[src/rtl/hash_digest_reader_pkg.sv]
// Purpose: shared types and constants for the hash digest reader slice.
// Latency: n/a (declarations only).
// Backpressure: n/a.
// Contents: FSM state encoding, word index type, DIGEST_WORDS, word_at() helper.
package hash_digest_reader_pkg;

    localparam int DIGEST_WORDS = 8;
    localparam int IDX_W        = 3;

    typedef logic [IDX_W-1:0] idx_t;

    localparam idx_t LAST_IDX = idx_t'(DIGEST_WORDS - 1);

    typedef enum logic [1:0] {
        ST_IDLE   = 2'd0,
        ST_CHECK  = 2'd1,
        ST_STREAM = 2'd2
    } state_t;

    // Select H[idx] from a {H0..H7} digest; H0 sits in the top 32 bits.
    function automatic logic [31:0] word_at(input logic [255:0] d, input idx_t idx);
        logic [31:0] w;
        w = '0;
        for (int k = 0; k < DIGEST_WORDS; k++) begin
            if (idx == idx_t'(k)) begin
                w = d[255 - 32*k -: 32];
            end
        end
        return w;
    endfunction

endpackage

[src/rtl/hash_digest_reader_if.sv]
// Purpose: 32-bit digest word stream, valid/ready handshake.
// Latency: n/a (wires only).
// Backpressure: master holds out_word/out_last/out_valid until out_ready is seen.
// Signals: out_word, out_valid, out_last (master -> slave), out_ready (slave -> master).
interface hash_digest_reader_if;
    logic [31:0] out_word;
    logic        out_valid;
    logic        out_last;
    logic        out_ready;

    modport master (
        output out_word,
        output out_valid,
        output out_last,
        input  out_ready
    );

    modport slave (
        input  out_word,
        input  out_valid,
        input  out_last,
        output out_ready
    );
endinterface

[src/rtl/hash_digest_reader_target_compare.sv]
// Purpose: byte-reverse a SHA-256 digest into little-endian integer form and compare to target.
// Latency: combinational; the parent registers le.
// Backpressure: none.
// Ports: digest[255:0] (in), target[255:0] (in), le (out) = hash_le <= target.
module target_compare (
    input  logic [255:0] digest,
    input  logic [255:0] target,
    output logic         le
);

    logic [255:0] hash_le;

    // Byte 0 of the digest (bits [255:248]) becomes the least significant byte.
    for (genvar b = 0; b < 32; b++) begin : g_rev
        assign hash_le[8*b +: 8] = digest[255 - 8*b -: 8];
    end

    assign le = (hash_le <= target);

endmodule

[src/rtl/hash_digest_reader.sv]
// Purpose: capture a finished digest, flag hash <= target, stream H0..H7 as 32-bit words.
// Latency: digest_done sampled at edge N+1 -> hit_valid/out_valid high after edge N+2.
// Backpressure: each word held until out_ready; digest_done while busy is dropped and sets sticky overrun.
// Ports: clk, rst (sync, active-high), digest_done, digest, target,
//        out_if (master: out_word/out_valid/out_last, out_ready), hit, hit_valid, busy, overrun.
module hash_digest_reader
    import hash_digest_reader_pkg::*;
(
    input  logic                        clk,
    input  logic                        rst,
    input  logic                        digest_done,
    input  logic [255:0]                digest,
    input  logic [255:0]                target,
    hash_digest_reader_if.master        out_if,
    output logic                        hit,
    output logic                        hit_valid,
    output logic                        busy,
    output logic                        overrun
);

    state_t       state_q,     state_d;
    idx_t         idx_q,       idx_d;
    logic [255:0] digest_q,    digest_d;
    logic [255:0] target_q,    target_d;
    logic         hit_q,       hit_d;
    logic         hit_valid_q, hit_valid_d;
    logic         overrun_q,   overrun_d;
    logic         busy_q,      busy_d;
    logic         out_valid_q, out_valid_d;
    logic         out_last_q,  out_last_d;
    logic [31:0]  out_word_q,  out_word_d;
    logic         le;
    logic         xfer;

    target_compare u_target_compare (
        .digest (digest_q),
        .target (target_q),
        .le     (le)
    );

    assign xfer = out_valid_q && out_if.out_ready;

    always_comb begin
        state_d     = state_q;
        idx_d       = idx_q;
        digest_d    = digest_q;
        target_d    = target_q;
        hit_d       = hit_q;
        hit_valid_d = hit_valid_q;
        overrun_d   = overrun_q;

        unique case (state_q)
            ST_IDLE: begin
                if (digest_done) begin
                    digest_d    = digest;
                    target_d    = target;
                    hit_valid_d = 1'b0;
                    state_d     = ST_CHECK;
                end
            end
            ST_CHECK: begin
                hit_d       = le;
                hit_valid_d = 1'b1;
                idx_d       = '0;
                state_d     = ST_STREAM;
            end
            ST_STREAM: begin
                if (xfer) begin
                    // Index parks at LAST_IDX on exit; CHECK rewinds it for the next stream.
                    if (idx_q == LAST_IDX) begin
                        state_d = ST_IDLE;
                    end else begin
                        idx_d = idx_q + idx_t'(1);
                    end
                end
            end
            default: begin
                state_d = ST_IDLE;
            end
        endcase

        if (digest_done && (state_q != ST_IDLE)) begin
            overrun_d = 1'b1;
        end

        // Outputs are registered from the next-state view so they line up with state_q.
        busy_d      = (state_d != ST_IDLE);
        out_valid_d = (state_d == ST_STREAM);
        out_last_d  = (state_d == ST_STREAM) && (idx_d == LAST_IDX);
        out_word_d  = (state_d == ST_STREAM) ? word_at(digest_d, idx_d) : 32'd0;
    end

    always_ff @(posedge clk) begin
        if (rst) begin
            state_q     <= ST_IDLE;
            idx_q       <= '0;
            digest_q    <= '0;
            target_q    <= '0;
            hit_q       <= 1'b0;
            hit_valid_q <= 1'b0;
            overrun_q   <= 1'b0;
            busy_q      <= 1'b0;
            out_valid_q <= 1'b0;
            out_last_q  <= 1'b0;
            out_word_q  <= '0;
        end else begin
            state_q     <= state_d;
            idx_q       <= idx_d;
            digest_q    <= digest_d;
            target_q    <= target_d;
            hit_q       <= hit_d;
            hit_valid_q <= hit_valid_d;
            overrun_q   <= overrun_d;
            busy_q      <= busy_d;
            out_valid_q <= out_valid_d;
            out_last_q  <= out_last_d;
            out_word_q  <= out_word_d;
        end
    end

    assign out_if.out_word  = out_word_q;
    assign out_if.out_valid = out_valid_q;
    assign out_if.out_last  = out_last_q;
    assign hit              = hit_q;
    assign hit_valid        = hit_valid_q;
    assign busy             = busy_q;
    assign overrun          = overrun_q;

endmodule

[src/flat_wrapper.sv]
// flat-port wrapper written by rule: the top's interface ports become plain ports
module hash_digest_reader_flat import hash_digest_reader_pkg::*;
  (clk, rst, digest_done, digest, target, hit, hit_valid, busy, overrun, out_if_out_word, out_if_out_valid, out_if_out_last, out_if_out_ready);
  hash_digest_reader_if out_if_i ();
  input  logic clk;
  input  logic rst;
  input  logic digest_done;
  input  logic [255:0] digest;
  input  logic [255:0] target;
  output logic hit;
  output logic hit_valid;
  output logic busy;
  output logic overrun;
  output wire logic [$bits(out_if_i.out_word)-1:0] out_if_out_word;
  output wire logic [$bits(out_if_i.out_valid)-1:0] out_if_out_valid;
  output wire logic [$bits(out_if_i.out_last)-1:0] out_if_out_last;
  input wire logic [$bits(out_if_i.out_ready)-1:0] out_if_out_ready;
  assign out_if_out_word = out_if_i.out_word;
  assign out_if_out_valid = out_if_i.out_valid;
  assign out_if_out_last = out_if_i.out_last;
  assign out_if_i.out_ready = out_if_out_ready;
  hash_digest_reader u_core (.clk(clk), .rst(rst), .digest_done(digest_done), .digest(digest), .target(target), .out_if(out_if_i), .hit(hit), .hit_valid(hit_valid), .busy(busy), .overrun(overrun));
endmodule
[config.mk]
export PLATFORM = sky130hd
export DESIGN_NAME = hash_digest_reader_flat
export DESIGN_NICKNAME = d
export VERILOG_FILES = /design/src/rtl/hash_digest_reader_pkg.sv /design/src/rtl/hash_digest_reader_if.sv /design/src/rtl/hash_digest_reader_target_compare.sv /design/src/rtl/hash_digest_reader.sv /design/src/flat_wrapper.sv
export SDC_FILE = /design/constraint.sdc
export NUM_CORES = 2
export LEC_CHECK = 0
export ABC_AREA = 1
export CAP_MARGIN = 5
export CORE_MARGIN = 5
export CORE_UTILIZATION = 55
export CTS_BUF_LIST = sky130_fd_sc_hd__clkbuf_4 sky130_fd_sc_hd__clkbuf_8
export CTS_CLUSTER_SIZE = 8
export DETAILED_ROUTE_END_ITERATION = 8
export GPL_TIMING_DRIVEN = 0
export HOLD_SLACK_MARGIN = 0.05
export PLACE_DENSITY = 0.95
export SETUP_SLACK_MARGIN = 0.15
export SYNTH_ARGS = -nofsm -noshare
export SYNTH_HDL_FRONTEND = slang
export SYNTH_HIERARCHICAL = 1
export SYNTH_SLANG_ARGS = --single-unit
export TNS_END_PERCENT = 5
[constraint.sdc]
create_clock -name clk -period 2.4 [get_ports clk]
set_input_delay 0.48 -clock clk [delete_from_list [all_inputs] [get_ports clk]]
set_output_delay 0.48 -clock clk [all_outputs]
set_load 0.005 [all_outputs]
Word-level counts from Yosys, hierarchy flattened --
Cells that the tools add are included. W data, S select, Z words.
Operators by class: add/sub/neg operators 1, order comparisons 1, equality and inequality tests 12, mux-type cells 19, bitwise operators 1, reductions and logical operators 11
Operator list (count):
- $mux W256 | 2
- $le A256 B256 Y1 | 1
- $mux W32 | 8
- $eq A3 B3 Y1 const B | 5
- $eq A3 B2 Y1 const B | 2
- $mux W2 | 3
- $mux W3 | 2
- $pmux W2 S3 | 1
- $pmux W3 S2 | 1
- $reduce_bool A2 Y1 | 3
- $eq A2 B2 Y1 const B | 2
- $reduce_and A2 Y1 | 2
- $add A3 B1 Y3 const B | 1
- $eq A3 B1 Y1 const B | 1
- $logic_and A1 B1 Y1 | 3
- $logic_not A3 Y1 | 1
- $eq A2 B1 Y1 const B | 1
- $logic_not A2 Y1 | 1
- $ne A2 B2 Y1 const B | 1
- $pmux W1 S2 | 1
- $reduce_or A2 Y1 | 1
- $mux W1 | 1
- $not A1 Y1 | 1
Storage, ports and cells: bits in registers 555, output and inout bits 38

Logic depth before layout (Yosys ltp) --
depth after elaboration 13, mapped depth 20, mapped depth without buffers 20

Modules after synthesis --
The synthesis kept the hierarchy.
By module, submodules not included:
- hash_digest_reader | instances 1, cells an instance 2976, area each 22411.5 sq um, sequential area each 11110.7 sq um
- target_compare | instances 1, cells an instance 1122, area each 6960.4 sq um, sequential area each 0.0 sq um

Worst setup path before layout --
Ideal clock, no wire load.
path type register to register, start point register u_core.state_q[0], end point register u_core.out_word_q[22], in the netlist u_core/out_if.out_word[22], arrival time 1869 ps, data required time 2291 ps, path slack 422 ps, cell stages (with the launch flop) 16, buffers on the path 3, path through dfxtp_1 -> inv_1 -> ha_1 -> inv_2 -> nor2_8 -> inv_2 -> o21ai_4 -> buf_6 -> buf_6 -> buf_6 -> nand4_1 -> nand3_1 -> nor2_1 -> nand4_1 -> nand2_1 -> inv_1
On the way: word-level cells in the longest chain between the ends 11, elaborated cells on any way between the ends 28
Ends and longest elaborated chain:
- start, declared | line hash_digest_reader.sv:21 | state_t state_q, state_d;
- start signal, assigned | line hash_digest_reader.sv:107 | state_q <= state_d;
- $eq A2 B2 Y1 or $eq A2 B1 Y1 (tied branches) | line hash_digest_reader.sv:52 | unique case (state_q)
- $pmux W3 S2 | line hash_digest_reader.sv:52
- $logic_not A3 Y1 | line hash_digest_reader_pkg.sv:25 | if (idx == idx_t'(k)) begin
- $mux W32 (8 in series) | line hash_digest_reader_pkg.sv:25
- end signal, assigned | line hash_digest_reader.sv:117 | out_word_q <= out_word_d;
- end, declared | line hash_digest_reader.sv:31 | logic [31:0] out_word_q, out_word_d;
Several ways; a longest one is shown, not always the timed one. A chain may end at the register's enable or synchronous reset.

Worst setup path in the final report --
start point register u_core.state_q[1], end point register u_core.out_word_q[28], in the netlist u_core/out_if.out_word[28]
Same word-level chain as after synthesis.

==> summary.md <==
| Metric | Value |
|---|---|
| DRT iter0 DRCs | 4066 |
| Yosys warns | 6 |
| Crit Path Max Fanout | 10 |
| Max-cap violations | 0 |
| Area leader, netlist | dfxtp_1 |
| Clk pwr share | 32.4% |
| Sequential share of power | 38.3% |
| WL final | 121900 um |
| Global-route wire length before repair | 175800 um |
| CTS tree | done |
| Initial core utilization | 55.67% |
| Setup slack at placement | -0.9456 ns |
| 1st-pass router iterations | 7 |
| Synth top area share | 37.83% |
| Int Pwr | 18.61 mW |
| Syn avg cell area | 7.167 sq um |
| Gr usage total | 39.62% |
| Avg Vias per Cell | 5.766 |
| Slew Limit Fails | 0 |
| Vias | 31.92k |
| HP Class | input port to register |
| GP Congestion | 1.026 |
| Post-Syn Area | 29370 sq um |
| DRC Markers | 0 |
| Num CTS Buffers | 94 |
| Total power draw | 28.26 mW |
| Die Span Y | 241.1 um |
| Post-route clock period utilization | 106.6% |
| Power per cell area | 728.9 nW/um^2 |
| Row Count | 84 |
| Arr. time, crit path | 3.14 ns |
| Via count of the first global-routing pass | 31.24k |
| Status | finished with violations |
| CTS H-tree lvls | 3 |
| DPL Wire Length | 94030 um |
| Clk slew on worst S/H paths | 0.06 ns |
| Failing checks | negative setup slack |
| Worst-Skew Late Latency | 0.70 ns |
| Die area | 58120 sq um |
| Setup ws final | -0.1578 ns |
| Die X | 241.1 um |
| Critical Setup Path Class | register to register |
| Placed insts | 5339 |
| Finished Core Util | 73.48% |
| Sw Pwr | 9.652 mW |
| Finished Cell Area | 38770 sq um |
| Hold Fails Final Rpt | 0 |
| Wirelength per Cell | 22.01 um |
| CP endpoint kind | register |
| Synth area leaders | dfxtp_1, ha_1, nor2_1 |
| Worst setup SP type | register |
| Fin cells | 5536 |
| Setup-failing EPs final | 13 |
| Post-synthesis register bit count | 555 |
| Register area share after synthesis | 37.83% |
| Clock sink count | 555 |
| Crit path required time | 2.98 ns |
| Max-slew headroom | 31.97% |
| Comb pwr share | 29.3% |
| Max IR drop VDD | 478.0 uV |
| Post-synthesis cell count | 4098 |
| RSZ-0062 raised after global routing | true |
| DP Area | 35770 sq um |
| Syn nets | 4875 |
| Tmin final | 2.558 ns |
| Max Buffers Root-to-Sink | 3 |
| Final nets | 5537 |
| Share of cells above drive strength 1 | 12.97% |
| Achievable Freq | 391.0 MHz |
| I/O Buffers | 553 |
| Root Driver | clkbuf_8 |
| Total gr overflow | 0 |
| Initial antenna violation count | 29 |
| Switching Share | 34.16% |
| Core region area | 52760 sq um |
| Largest net degree at the start of global routing | 13 |
| Yosys cell types | 41 |
| Skew final | 0.04080 ns |
| Worst slew pin tran | 1.020 ns |
| Leak | 18.42 nW |
| I/O pin total | 554 |
| Area growth syn-to-layout | 32.00% |
| Routed Antenna Nets | 0 |
-- cells in the mapped netlist --
| library cell | count |
|---|---|
| nor2_1 | 834 |
| nand2_1 | 613 |
| dfxtp_1 | 555 |
| inv_1 | 497 |
| o21ai_0 | 378 |
| ha_1 | 261 |
| a21oi_1 | 219 |
| nand4_1 | 153 |
| or2_2 | 127 |
| clkbuf_1 | 117 |
| buf_2 | 67 |
| mux2i_1 | 64 |
| nand3_1 | 43 |
| o21a_1 | 42 |
| inv_2 | 22 |
| buf_6 | 13 |
| buf_4 | 12 |
| nand2_2 | 9 |
| nor2_2 | 9 |
| nor3_1 | 8 |
| a21o_1 | 6 |
| nor3_2 | 6 |
| buf_1 | 5 |
| nand3_2 | 5 |
| o21ai_1 | 5 |
| o21bai_1 | 5 |
| nor2_4 | 3 |
| nor3_4 | 3 |
| nand3_4 | 2 |
| nor2_8 | 2 |
| nor3b_1 | 2 |
| nor4_4 | 2 |
| and2_1 | 1 |
| inv_4 | 1 |
| nand2_4 | 1 |
| nand4_2 | 1 |
| nor3b_2 | 1 |
| nor4_1 | 1 |
| nor4_2 | 1 |
| o21ai_4 | 1 |
| or2_0 | 1 |
-- sequential cells by signal, indices dropped and copies added (netlist names), 2 cells and up --
register	cells
u_core/out_if.out_word	32
u_core/idx_q	3
u_core/target_q	256
u_core/digest_q	256
u_core/state_q	2
-- timing repair --
item                                    4_1_cts  5_1_grt
buffers inserted                             10        2
endpoints found under the setup margin      331      227
cloned                                        1        0
pin swaps                                    68       21
hold buffers                                  0        0
gates resized for setup                     218       58
-- cells in the final DEF, fill, tap and decap left out, drive strengths merged, types with 42 or more instances in the layout --
cell type and count:
or2 128, mux2i 64, dfxtp 555, o21ai 384, clkdlybuf4s50 553, clkbuf 265, buf 109, a21oi 219
o21a 42, nor2 848, ha 261, inv 521, nand2 623, nand4 154, nand3 50
-- area by class of cell --
| cell class | instances | area [sq um] |
|---|---|---|
| Clock inverter | 15 | 136.4 |
| Inverter | 520 | 1962 |
| Fill cell | 3647 | 13990 |
| Timing Repair Buffer | 566 | 5670 |
| Tap cell | 688 | 860.8 |
| Buffer | 214 | 1222 |
| Clock buffer | 149 | 1876 |
| Multi-Input combinational cell | 2809 | 15880 |
| Antenna cell | 20 | 50.05 |
| Sequential cell | 555 | 11110 |
-- path summary, 6_finish.rpt --
check                    start                    endpoint  slack [ns]  cells past startpoint
min                digest[254]        u_core/digest_q[254]        0.37                      3
max          u_core/state_q[1]  u_core/out_if.out_word[28]       -0.16                     13
max reg2reg  u_core/state_q[1]  u_core/out_if.out_word[28]       -0.16                     13
min reg2reg   u_core/hit_valid            u_core/hit_valid        0.47                      2
-- worst max-delay path: stages, from the launching register on --
cell and delay, ns:
dfxtp_2 0.35, inv_2 0.06, ha_4 0.17, nand2_4 0.11, inv_4 0.11, buf_4 0.22, clkbuf_2 0.20, or2_2 0.29
o21ai_0 0.18, inv_1 0.14, nand2_1 0.12, nand4_1 0.26, nand2_1 0.20, inv_1 0.05
-- per-layer routing --
| metal | up-vias | share of wire, % | GRT usage, % | wire (um) |
|---|---|---|---|---|
| met5 | - | 0.078 | 0 | 95 |
| met2 | 2319 | 44 | 61.96 | 53650 |
| met3 | 640 | 12 | 12.01 | 14870 |
| li1 | 14436 | - | - | - |
| met1 | 14512 | 35 | 46.12 | 42650 |
| met4 | 14 | 8.7 | 28.83 | 10590 |
-- power by group through the flow --
stage                     clock network [mW]  logic [mW]  registers, mW
after floorplan                            0        4.67           10.7
after global routing                    9.61        8.91           10.9
after global placement                     0        7.19           10.9
after detailed placement                   0        7.50           10.9
after CTS                               9.17        7.90           10.8
final                                   9.17        8.28           10.8
-- kinds of logic after synthesis --
logic type / Yosys count / share of synthesized area [%]
DFF: 555 / 37.83
muxes: 64 / 2.181
AOI/OAI and AO/OA: 656 / 11.67
adders and majority gates: 261 / 11.12
and+or+nand+nor: 1828 / 27.05
buffers and inverters: 734 / 10.16
-- stage by stage --
step,hold slack (ns),setup TNS (ns)
final,0.3744,-0.5953
after global routing,0.3805,-2.168
after CTS,0.3498,-0.09431
after detailed placement,0.4590,-272.12
after global placement,0.4522,-260.54
after floorplan,0.4550,0
Power figures use the tool's default switching activity.
